--- config.mk ---
export PLATFORM = sky130hd
export DESIGN_NAME = corrode_grid
export DESIGN_NICKNAME = d
export VERILOG_FILES = /design/src/rtl/corrode_grid_pkg.sv /design/src/rtl/corrode_grid_pos.sv /design/src/rtl/corrode_grid.sv
export SDC_FILE = /design/constraint.sdc
export NUM_CORES = 2
export LEC_CHECK = 0
export CORE_ASPECT_RATIO = 2
export CORE_MARGIN = 8
export CORE_UTILIZATION = 55
export DETAILED_ROUTE_END_ITERATION = 16
export DONT_BUFFER_PORTS = 1
export PLACE_DENSITY = 0.72
export SLEW_MARGIN = 30
export SYNTH_ARGS = -nofsm -noshare
export SYNTH_HDL_FRONTEND = slang
export SYNTH_SLANG_ARGS = --single-unit
--- constraint.sdc ---
create_clock -name sys_clk -period 5.2 [get_ports sys_clk]
set_input_delay 0 -clock sys_clk [delete_from_list [all_inputs] [get_ports sys_clk]]
set_output_delay 0 -clock sys_clk [all_outputs]
set_load 0.1 [all_outputs]
--- src/rtl/corrode_grid_pkg.sv ---
// -----------------------------------------------------------------------------
// corrode_grid_pkg
// Shared definitions for the corrode_grid block-decision engine:
//   - default sensor geometry (OV5640_X/Y), ROI corners (PIC_X1..PIC_Y2) and
//     block edge (CORROSION_SIZE), used as the top-level parameter defaults
//   - FSM state type
//   - idx_w(): index width helper that never returns 0
// -----------------------------------------------------------------------------
package corrode_grid_pkg;

  localparam int OV5640_X       = 640;
  localparam int OV5640_Y       = 480;
  localparam int PIC_X1         = 80;
  localparam int PIC_X2         = 559;
  localparam int PIC_Y1         = 0;
  localparam int PIC_Y2         = 479;
  localparam int CORROSION_SIZE = 8;

  typedef enum logic {
    ST_WAIT_SOF = 1'b0,
    ST_RUN      = 1'b1
  } state_t;

  // Width of an index into n items; a single item still gets one bit.
  function automatic int idx_w(input int n);
    return (n > 1) ? $clog2(n) : 1;
  endfunction

endpackage

--- src/rtl/corrode_grid_pos.sv ---
// -----------------------------------------------------------------------------
// corrode_grid_pos
// Raster / ROI / block position tracker. The registers hold the position of
// the next expected pixel; sof_i overrides that with (0,0) so the pixel that
// carries start-of-frame is decoded as the first pixel of a fresh frame.
//
// Ports:
//   sys_clk, sys_rst_n : clock, async active-low reset
//   adv_i              : current pixel is accepted, step to the next position
//   sof_i              : current pixel is (0,0) of a new frame
//   in_roi_o           : current pixel lies inside the ROI
//   blk_last_o         : current pixel is the bottom-right pixel of its block
//   frm_last_o         : ... and that block is the last block of the frame
//   bx_o, by_o         : block column / row of the current pixel
// -----------------------------------------------------------------------------
module corrode_grid_pos
  import corrode_grid_pkg::*;
#(
  parameter int IMG_W = OV5640_X,
  parameter int IMG_H = OV5640_Y,
  parameter int X1    = PIC_X1,
  parameter int X2    = PIC_X2,
  parameter int Y1    = PIC_Y1,
  parameter int Y2    = PIC_Y2,
  parameter int BLK   = CORROSION_SIZE,
  localparam int NBX  = (X2 - X1 + 1) / BLK,
  localparam int NBY  = (Y2 - Y1 + 1) / BLK,
  localparam int BXW  = idx_w(NBX),
  localparam int BYW  = idx_w(NBY)
) (
  input  logic           sys_clk,
  input  logic           sys_rst_n,
  input  logic           adv_i,
  input  logic           sof_i,
  output logic           in_roi_o,
  output logic           blk_last_o,
  output logic           frm_last_o,
  output logic [BXW-1:0] bx_o,
  output logic [BYW-1:0] by_o
);

  localparam int XW = idx_w(IMG_W);
  localparam int YW = idx_w(IMG_H);
  localparam int SW = idx_w(BLK);

  localparam logic [XW-1:0]  X_LAST  = XW'(IMG_W - 1);
  localparam logic [YW-1:0]  Y_LAST  = YW'(IMG_H - 1);
  localparam logic [XW-1:0]  X1_L    = XW'(X1);
  localparam logic [XW-1:0]  X2_L    = XW'(X2);
  localparam logic [YW-1:0]  Y1_L    = YW'(Y1);
  localparam logic [YW-1:0]  Y2_L    = YW'(Y2);
  localparam logic [SW-1:0]  S_LAST  = SW'(BLK - 1);
  localparam logic [BXW-1:0] BX_LAST = BXW'(NBX - 1);
  localparam logic [BYW-1:0] BY_LAST = BYW'(NBY - 1);
  // ROI membership of column 0 / row 0, needed when a line or frame restarts.
  localparam logic           COL0    = (X1 == 0);
  localparam logic           ROW0    = (Y1 == 0);

  logic [XW-1:0]  x_q, x_d, cur_x;
  logic [YW-1:0]  y_q, y_d, cur_y;
  logic           col_q, col_d, cur_col;
  logic           row_q, row_d, cur_row;
  logic [SW-1:0]  sx_q, sx_d, cur_sx;
  logic [SW-1:0]  sy_q, sy_d, cur_sy;
  logic [BXW-1:0] bx_q, bx_d, cur_bx;
  logic [BYW-1:0] by_q, by_d, cur_by;
  logic           x_wrap, y_wrap, sx_last, sy_last, bx_last, by_last;

  always_comb begin
    cur_x   = sof_i ? '0   : x_q;
    cur_y   = sof_i ? '0   : y_q;
    cur_col = sof_i ? COL0 : col_q;
    cur_row = sof_i ? ROW0 : row_q;
    cur_sx  = sof_i ? '0   : sx_q;
    cur_sy  = sof_i ? '0   : sy_q;
    cur_bx  = sof_i ? '0   : bx_q;
    cur_by  = sof_i ? '0   : by_q;

    x_wrap  = (cur_x == X_LAST);
    y_wrap  = (cur_y == Y_LAST);
    sx_last = (cur_sx == S_LAST);
    sy_last = (cur_sy == S_LAST);
    bx_last = (cur_bx == BX_LAST);
    by_last = (cur_by == BY_LAST);

    x_d   = x_q;
    y_d   = y_q;
    col_d = col_q;
    row_d = row_q;
    sx_d  = sx_q;
    sy_d  = sy_q;
    bx_d  = bx_q;
    by_d  = by_q;

    if (adv_i) begin
      x_d   = x_wrap ? '0 : cur_x + 1'b1;
      // ROI column flag tracks the next pixel incrementally; equality only,
      // so a zero-based ROI edge needs no constant compare.
      col_d = x_wrap ? COL0 :
              (cur_x == X2_L) ? 1'b0 :
              (x_d == X1_L)   ? 1'b1 : cur_col;
      sx_d  = cur_sx;
      bx_d  = cur_bx;
      if (cur_col) begin
        sx_d = sx_last ? '0 : cur_sx + 1'b1;
        if (sx_last) bx_d = bx_last ? '0 : cur_bx + 1'b1;
      end

      y_d   = cur_y;
      row_d = cur_row;
      sy_d  = cur_sy;
      by_d  = cur_by;
      if (x_wrap) begin
        y_d   = y_wrap ? '0 : cur_y + 1'b1;
        row_d = y_wrap ? ROW0 :
                (cur_y == Y2_L) ? 1'b0 :
                (y_d == Y1_L)   ? 1'b1 : cur_row;
        if (cur_row) begin
          sy_d = sy_last ? '0 : cur_sy + 1'b1;
          if (sy_last) by_d = by_last ? '0 : cur_by + 1'b1;
        end
      end
    end
  end

  always_ff @(posedge sys_clk or negedge sys_rst_n) begin
    if (!sys_rst_n) begin
      x_q   <= '0;
      y_q   <= '0;
      col_q <= 1'b0;
      row_q <= 1'b0;
      sx_q  <= '0;
      sy_q  <= '0;
      bx_q  <= '0;
      by_q  <= '0;
    end else begin
      x_q   <= x_d;
      y_q   <= y_d;
      col_q <= col_d;
      row_q <= row_d;
      sx_q  <= sx_d;
      sy_q  <= sy_d;
      bx_q  <= bx_d;
      by_q  <= by_d;
    end
  end

  assign in_roi_o   = cur_col & cur_row;
  assign blk_last_o = in_roi_o & sx_last & sy_last;
  assign frm_last_o = blk_last_o & bx_last & by_last;
  assign bx_o       = cur_bx;
  assign by_o       = cur_by;

endmodule

--- src/rtl/corrode_grid.sv ---
// -----------------------------------------------------------------------------
// corrode_grid
// Splits the ROI of a binary raster stream into BLK x BLK blocks, counts the
// black pixels of each block and emits one erode/dilate decision per block.
//
// State table:
//   ST_WAIT_SOF | pixels discarded until i_valid & i_sof
//   ST_RUN      | pixels accumulated; i_sof restarts the frame at (0,0)
//
// Ports:
//   sys_clk, sys_rst_n : clock, async active-low reset
//   i_sof, i_valid     : frame start qualifier, pixel strobe
//   i_wb               : pixel, 0 = black, 1 = white
//   i_thresh, i_mode   : decision threshold, 0 = erode / 1 = dilate
//                        (both sampled on the last pixel of a block)
//   o_valid            : one-cycle decision strobe
//   o_wb, o_bx, o_by   : decision and its block column / row
//   o_frame_done       : strobe with the last block of the frame
//   o_cnt              : black count N of the block, only when
//                        CORRODE_GRID_CNT_OUT_EN is defined
// -----------------------------------------------------------------------------
module corrode_grid
  import corrode_grid_pkg::*;
#(
  parameter int IMG_W   = OV5640_X,
  parameter int IMG_H   = OV5640_Y,
  parameter int X1      = PIC_X1,
  parameter int X2      = PIC_X2,
  parameter int Y1      = PIC_Y1,
  parameter int Y2      = PIC_Y2,
  parameter int BLK     = CORROSION_SIZE,
  localparam int NBX    = (X2 - X1 + 1) / BLK,
  localparam int NBY    = (Y2 - Y1 + 1) / BLK,
  localparam int CNT_W  = $clog2(BLK * BLK + 1),
  localparam int BXW    = idx_w(NBX),
  localparam int BYW    = idx_w(NBY)
) (
  input  logic             sys_clk,
  input  logic             sys_rst_n,
  input  logic             i_sof,
  input  logic             i_valid,
  input  logic             i_wb,
  input  logic [CNT_W-1:0] i_thresh,
  input  logic             i_mode,
`ifdef CORRODE_GRID_CNT_OUT_EN
  output logic [CNT_W-1:0] o_cnt,
`endif
  output logic             o_valid,
  output logic             o_wb,
  output logic [BXW-1:0]   o_bx,
  output logic [BYW-1:0]   o_by,
  output logic             o_frame_done
);

  localparam logic [CNT_W-1:0] BB   = CNT_W'(BLK * BLK);
  localparam logic [CNT_W:0]   BB_X = (CNT_W + 1)'(BLK * BLK);

  state_t         state_q, state_d;
  logic           sof_acc, accept, black;
  logic           in_roi, blk_last, frm_last;
  logic [BXW-1:0] bx;
  logic [BYW-1:0] by;

  logic [CNT_W-1:0] acc_q [NBX];
  logic [CNT_W-1:0] acc_d [NBX];
  logic [CNT_W-1:0] base, n;
  logic [CNT_W:0]   sum;

  logic             valid_q, valid_d;
  logic             wb_q, wb_d;
  logic [BXW-1:0]   bx_q, bx_d;
  logic [BYW-1:0]   by_q, by_d;
  logic             fd_q, fd_d;

  assign sof_acc = i_valid & i_sof;
  assign accept  = i_valid & (i_sof | (state_q == ST_RUN));
  assign black   = ~i_wb;

  corrode_grid_pos #(
    .IMG_W (IMG_W),
    .IMG_H (IMG_H),
    .X1    (X1),
    .X2    (X2),
    .Y1    (Y1),
    .Y2    (Y2),
    .BLK   (BLK)
  ) u_pos (
    .sys_clk    (sys_clk),
    .sys_rst_n  (sys_rst_n),
    .adv_i      (accept),
    .sof_i      (sof_acc),
    .in_roi_o   (in_roi),
    .blk_last_o (blk_last),
    .frm_last_o (frm_last),
    .bx_o       (bx),
    .by_o       (by)
  );

  // FSM next state
  always_comb begin
    state_d = state_q;
    case (state_q)
      ST_WAIT_SOF: if (sof_acc) state_d = ST_RUN;
      ST_RUN:      state_d = ST_RUN;
      default:     state_d = ST_WAIT_SOF;
    endcase
  end

  always_ff @(posedge sys_clk or negedge sys_rst_n) begin
    if (!sys_rst_n) state_q <= ST_WAIT_SOF;
    else            state_q <= state_d;
  end

  // Accumulators and block decision
  always_comb begin
    acc_d = acc_q;
    // A start-of-frame pixel sees empty accumulators even though the clear
    // only lands at the clock edge.
    base  = sof_acc ? '0 : acc_q[bx];
    sum   = {1'b0, base} + {{CNT_W{1'b0}}, black};
    n     = (sum > BB_X) ? BB : sum[CNT_W-1:0];

    if (accept) begin
      if (sof_acc) begin
        for (int i = 0; i < NBX; i++) acc_d[i] = '0;
      end
      if (in_roi) acc_d[bx] = blk_last ? '0 : n;
    end

    valid_d = accept & blk_last;
    fd_d    = accept & frm_last;
    wb_d    = 1'b0;
    bx_d    = bx_q;
    by_d    = by_q;
    if (valid_d) begin
      wb_d = i_mode ? ((BB - n) > i_thresh) : (n <= i_thresh);
      bx_d = bx;
      by_d = by;
    end
  end

  always_ff @(posedge sys_clk or negedge sys_rst_n) begin
    if (!sys_rst_n) begin
      for (int i = 0; i < NBX; i++) acc_q[i] <= '0;
      valid_q <= 1'b0;
      wb_q    <= 1'b0;
      bx_q    <= '0;
      by_q    <= '0;
      fd_q    <= 1'b0;
    end else begin
      for (int i = 0; i < NBX; i++) acc_q[i] <= acc_d[i];
      valid_q <= valid_d;
      wb_q    <= wb_d;
      bx_q    <= bx_d;
      by_q    <= by_d;
      fd_q    <= fd_d;
    end
  end

  assign o_valid      = valid_q;
  assign o_wb         = wb_q;
  assign o_bx         = bx_q;
  assign o_by         = by_q;
  assign o_frame_done = fd_q;

`ifdef CORRODE_GRID_CNT_OUT_EN
  logic [CNT_W-1:0] cnt_q;

  always_ff @(posedge sys_clk or negedge sys_rst_n) begin
    if (!sys_rst_n)   cnt_q <= '0;
    else if (valid_d) cnt_q <= n;
  end

  assign o_cnt = cnt_q;
`endif

endmodule

==> run summary <==
For the worst setup path, the data required time is 5.61 ns. The arrival time at the worst endpoint was 5.56 ns; the global-route usage over all layers was 32.8%. The proportion of layout cells with a drive suffix above 1 was 12.3%.

Number of buffers between clock root and the deepest sink: 3. Clock-pin slew was measured on the worst setup and hold paths at 0.07 ns. The count of flip-flops with a built-in enable after synthesis is 0, and the number of global-route vias before repair is 21,100. Synthesis produced a netlist with a net count of 2,625. The width of the die was 163 µm. Library cell with the largest summed area after synthesis: sky130_fd_sc_hd__dfrtp_1.

The sequential share of power was 51.1%. Counting flops with an async set or reset pin after synthesis yields a share of 100%. For the proportion of synthesized chip area in sequential cells, the log shows 49.8%. Across the VDD grid, the largest voltage drop is 0.294 mV.

After detailed routing, the number of remaining DRC violations is 0. Net switching is 22.6% of the power. The number of top-level design ports is 28, and the number of sinks on the clock net is 475. The power density over cell area works out to 272 mW/mm². The worst flop-to-flop path endpoint was o_wb.

The worst path in the final design needs a cycle of 5.14 ns, including I/O delays and setup. The sum of negative setup slack was 0 ns; the number of violations of the max-capacitance limit was 0. At the end of routability-driven placement, the weighted congestion stood at 1.02.

In the finished design, the share of the clock period the worst path needs comes to 98.9%. The count of buffers added on input and output ports is 0. The area growth from synthesis to layout was 11.7%; the number of buffers created by CTS was 43. The worst reg-to-reg setup slack is 0.06 ns, and the clock group share of total power is 45.6%. The worst setup path is captured at a register.

The tools report the maximum level of the CTS H-tree as 2. Sorting the synthesized cells by area gives the leading types as sky130_fd_sc_hd__dfrtp_1, sky130_fd_sc_hd__o21ai_0, sky130_fd_sc_hd__nand3_1. The checks that failed: hold timing. The warning count from the yosys run is 0. The tree is rooted in a sky130_fd_sc_hd__clkbuf_16. For the final HPWL from detailed placement, the log shows 55,000 µm. The run gives 2,589 as the cell count after synthesis. The first detailed-routing pass took 7 iterations. The tightest min-delay check is of the input port to async pin type.

The share of total power dissipated in combinational logic is 3.3%. TritonCTS built the clock tree. The floorplan die height was 311 µm.

The number of cells on the worst reg-to-reg path is 27. In the layout the commonest cells are sky130_fd_sc_hd__dfrtp_1, sky130_fd_sc_hd__o21ai_0, sky130_fd_sc_hd__nand3_1. The maximum fanout along the worst path works out to 7. Startpoint of the worst-slack reg-to-reg timing path: u_pos.bx_q[0]. In this run the remaining antenna-violating nets after routing total 0. The worst-skew pair later-pin latency is 0.59 ns, and the flip-flop and latch count after synthesis is 475.

For this design the static power due to leakage is 0.0111 µW. The worst hold slack was -0.881 ns; the largest net degree at the start of global routing was 476. The run gives 0 as the number of antenna violations at the first check in global routing. In this run the mean area of a mapped cell was 9.21 µm². In the routed layout, each cell is associated on average with a via count of 6.91. The tools report the number of vias in the routed layout as 21,800. Summing every instance area after synthesis gives 0.0239 mm². The most common cell after layout, fill and taps aside was sky130_fd_sc_hd__dfrtp_1.

The core region is 0.0431 mm². The total overflow left after global routing is 0. The final count of hold timing violations was 475. The final layout contains routed wiring with a total length of 84,200 µm. After detailed routing, the average wire length per cell comes to 26.7 µm. The initial utilization of the core area, before any placement, comes to 55.3%. For this run, the leading register cell type out of synthesis is sky130_fd_sc_hd__dfrtp_1.

The first global-routing pass estimated 128,000 µm of wire. The final setup violation count came out at 0. The run gives 0 as the number of slew-limit violations in the final report.

The internal portion of the total power is 5610 µW. The hold-fix buffer count after cts was 7. The maximum clock skew at final layout was 0.0377 ns. The logs give 0.195 GHz for the upper clock frequency limit and 2,612 for the final-stage net count.

The worst setup path is launched from a register. The floorplan has 108 rows. Synthesis instantiated 89 different standard cells from the library. Summed over its instances, the top area cell type makes up 49.8% of the synthesized netlist area. In this run, the number of DRC markers left after iteration 0 of detailed routing was 3,165.

The logs give 1640 µW for the net switching power of the design and 0.0507 mm² for the area of the die. The worst-margin pin slew was 1.50 ns. Setup repair after global routing could not meet its margin everywhere. In this run the tightest slew margin relative to its limit is 0.330%.

The worst setup path is of the register to register kind. The run finished, with violations left.
## layer usage
metal  GRT usage, %  part of all wire [%]
met1           41.4                    37
met2           49.5                    45
met3           7.50                    10
met4           21.4                   7.4
met5              0                     0
## critical path: stages, from the launching register on
cell and delay (ns):
sky130_fd_sc_hd__dfrtp_4 0.50, sky130_fd_sc_hd__buf_6 0.14, sky130_fd_sc_hd__and2_4 0.17, sky130_fd_sc_hd__nand2_8 0.11, sky130_fd_sc_hd__buf_6 0.16, sky130_fd_sc_hd__o221ai_2 0.09, sky130_fd_sc_hd__a31oi_1 0.18, sky130_fd_sc_hd__nor2_1 0.06
sky130_fd_sc_hd__a211o_1 0.29, sky130_fd_sc_hd__a311oi_2 0.28, sky130_fd_sc_hd__buf_4 0.19, sky130_fd_sc_hd__ha_4 0.15, sky130_fd_sc_hd__ha_4 0.13, sky130_fd_sc_hd__o211ai_1 0.14, sky130_fd_sc_hd__nor4_4 0.41, sky130_fd_sc_hd__mux2i_4 0.35
sky130_fd_sc_hd__nand2_2 0.12, sky130_fd_sc_hd__ha_4 0.28, sky130_fd_sc_hd__ha_4 0.19, sky130_fd_sc_hd__nor2b_1 0.12, sky130_fd_sc_hd__o21a_1 0.16, sky130_fd_sc_hd__o21a_1 0.17, sky130_fd_sc_hd__o21ai_1 0.11, sky130_fd_sc_hd__nand2b_1 0.07
sky130_fd_sc_hd__a21oi_1 0.12, sky130_fd_sc_hd__nor2b_1 0.06, sky130_fd_sc_hd__o221ai_1 0.16, sky130_fd_sc_hd__a21oi_1 0.09
## worst max-delay path by stage
| stage | to | start | slack (ns) | cells past startpoint |
|---|---|---|---|---|
| floorplan | o_wb | u_pos.bx_q[1] | -0.13 | 29 |
| global placement | o_wb | u_pos.bx_q[0] | 0.05 | 26 |
| detailed placement | o_wb | u_pos.bx_q[0] | -0.03 | 25 |
| CTS | o_wb | i_sof | 0.05 | 26 |
| global route | o_wb | u_pos.bx_q[0] | -0.19 | 30 |
| finish | o_wb | u_pos.bx_q[0] | 0.06 | 27 |
## what timing repair did
item                                    in CTS  in global routing
resized for setup                            0                 27
endpoints found under the setup margin       1                  1
buffers inserted                             0                  4
endpoints found under the hold margin      489                475
pin swaps                                    1                  9
## cell families (layout without fill, tap and decap cells)
family	after synthesis	in the layout	synth area share (%)
multiplexers	28	28	1.43
other	0	1	0
flip-flops	475	475	49.8
AO/OA/AOI/OAI	938	938	25.0
AND/OR/NAND/NOR	843	843	16.7
buffers and inverters	262	281	5.10
XOR/XNOR	20	20	0.766
adder cells (fa/ha/maj)	23	23	1.21
## metrics by stage
stage	cells	utilization (%)	worst slack, ns	power, µW	instance area, µm²
final	3159	61.8	0.0590	7240	26600
after global routing	3158	61.8	-0.187	7420	26600
after CTS	3154	61.4	0.0531	7260	26500
after detailed placement	3070	57.9	-0.0257	3990	25000
after global placement	3070	57.9	0.0512	3990	24900
after floorplan	2589	-	-0.131	3930	23900
## layout make-up
cell class	count	area (µm²)
fill	3615	16500
sequential	475	11900
multi-input combinational	1852	10900
timing repair buffer	173	1570
clock buffer	60	1250
tap	550	688
clock inverter	17	179
inverter	31	116
antenna	1	2.50
## synth_stat cells, drive strengths merged (10+ instances only)
cell type,n
nor2,171
nand3,332
and2,14
or3,13
a22o,87
nor4,10
mux2i,16
inv,31
o31ai,24
a31oi,23
o21a,29
o22ai,25
buf,91
o221ai,62
nor3,30
o21ai,417
nand4,13
o221a,10
dfrtp,475
o211ai,15
nand2b,21
clkbuf,140
nand2,206
a211oi,15
a21oi,152
ha,23
xnor2,13
## power groups by stage
| stage | registers [µW] | logic, µW | clock network, µW |
|---|---|---|---|
| global route | 3700 | 255 | 3460 |
| finish | 3700 | 239 | 3300 |
| global placement | 3770 | 217 | 0 |
| detailed placement | 3770 | 217 | 0 |
| CTS | 3700 | 226 | 3330 |
| floorplan | 3770 | 160 | 0 |
## state kept, by name, summed over array words and instances (netlist names)
name	flops
u_pos.sx_q	3
o_frame_done	1
u_pos.by_q	6
u_pos.col_q	1
o_valid	1
acc_q	420
u_pos.row_q	1
u_pos.x_q	10
o_by	6
u_pos.sy_q	3
state_q	1
o_wb	1
u_pos.bx_q	6
o_bx	6
u_pos.y_q	9
Power figures use the tool's default switching activity.
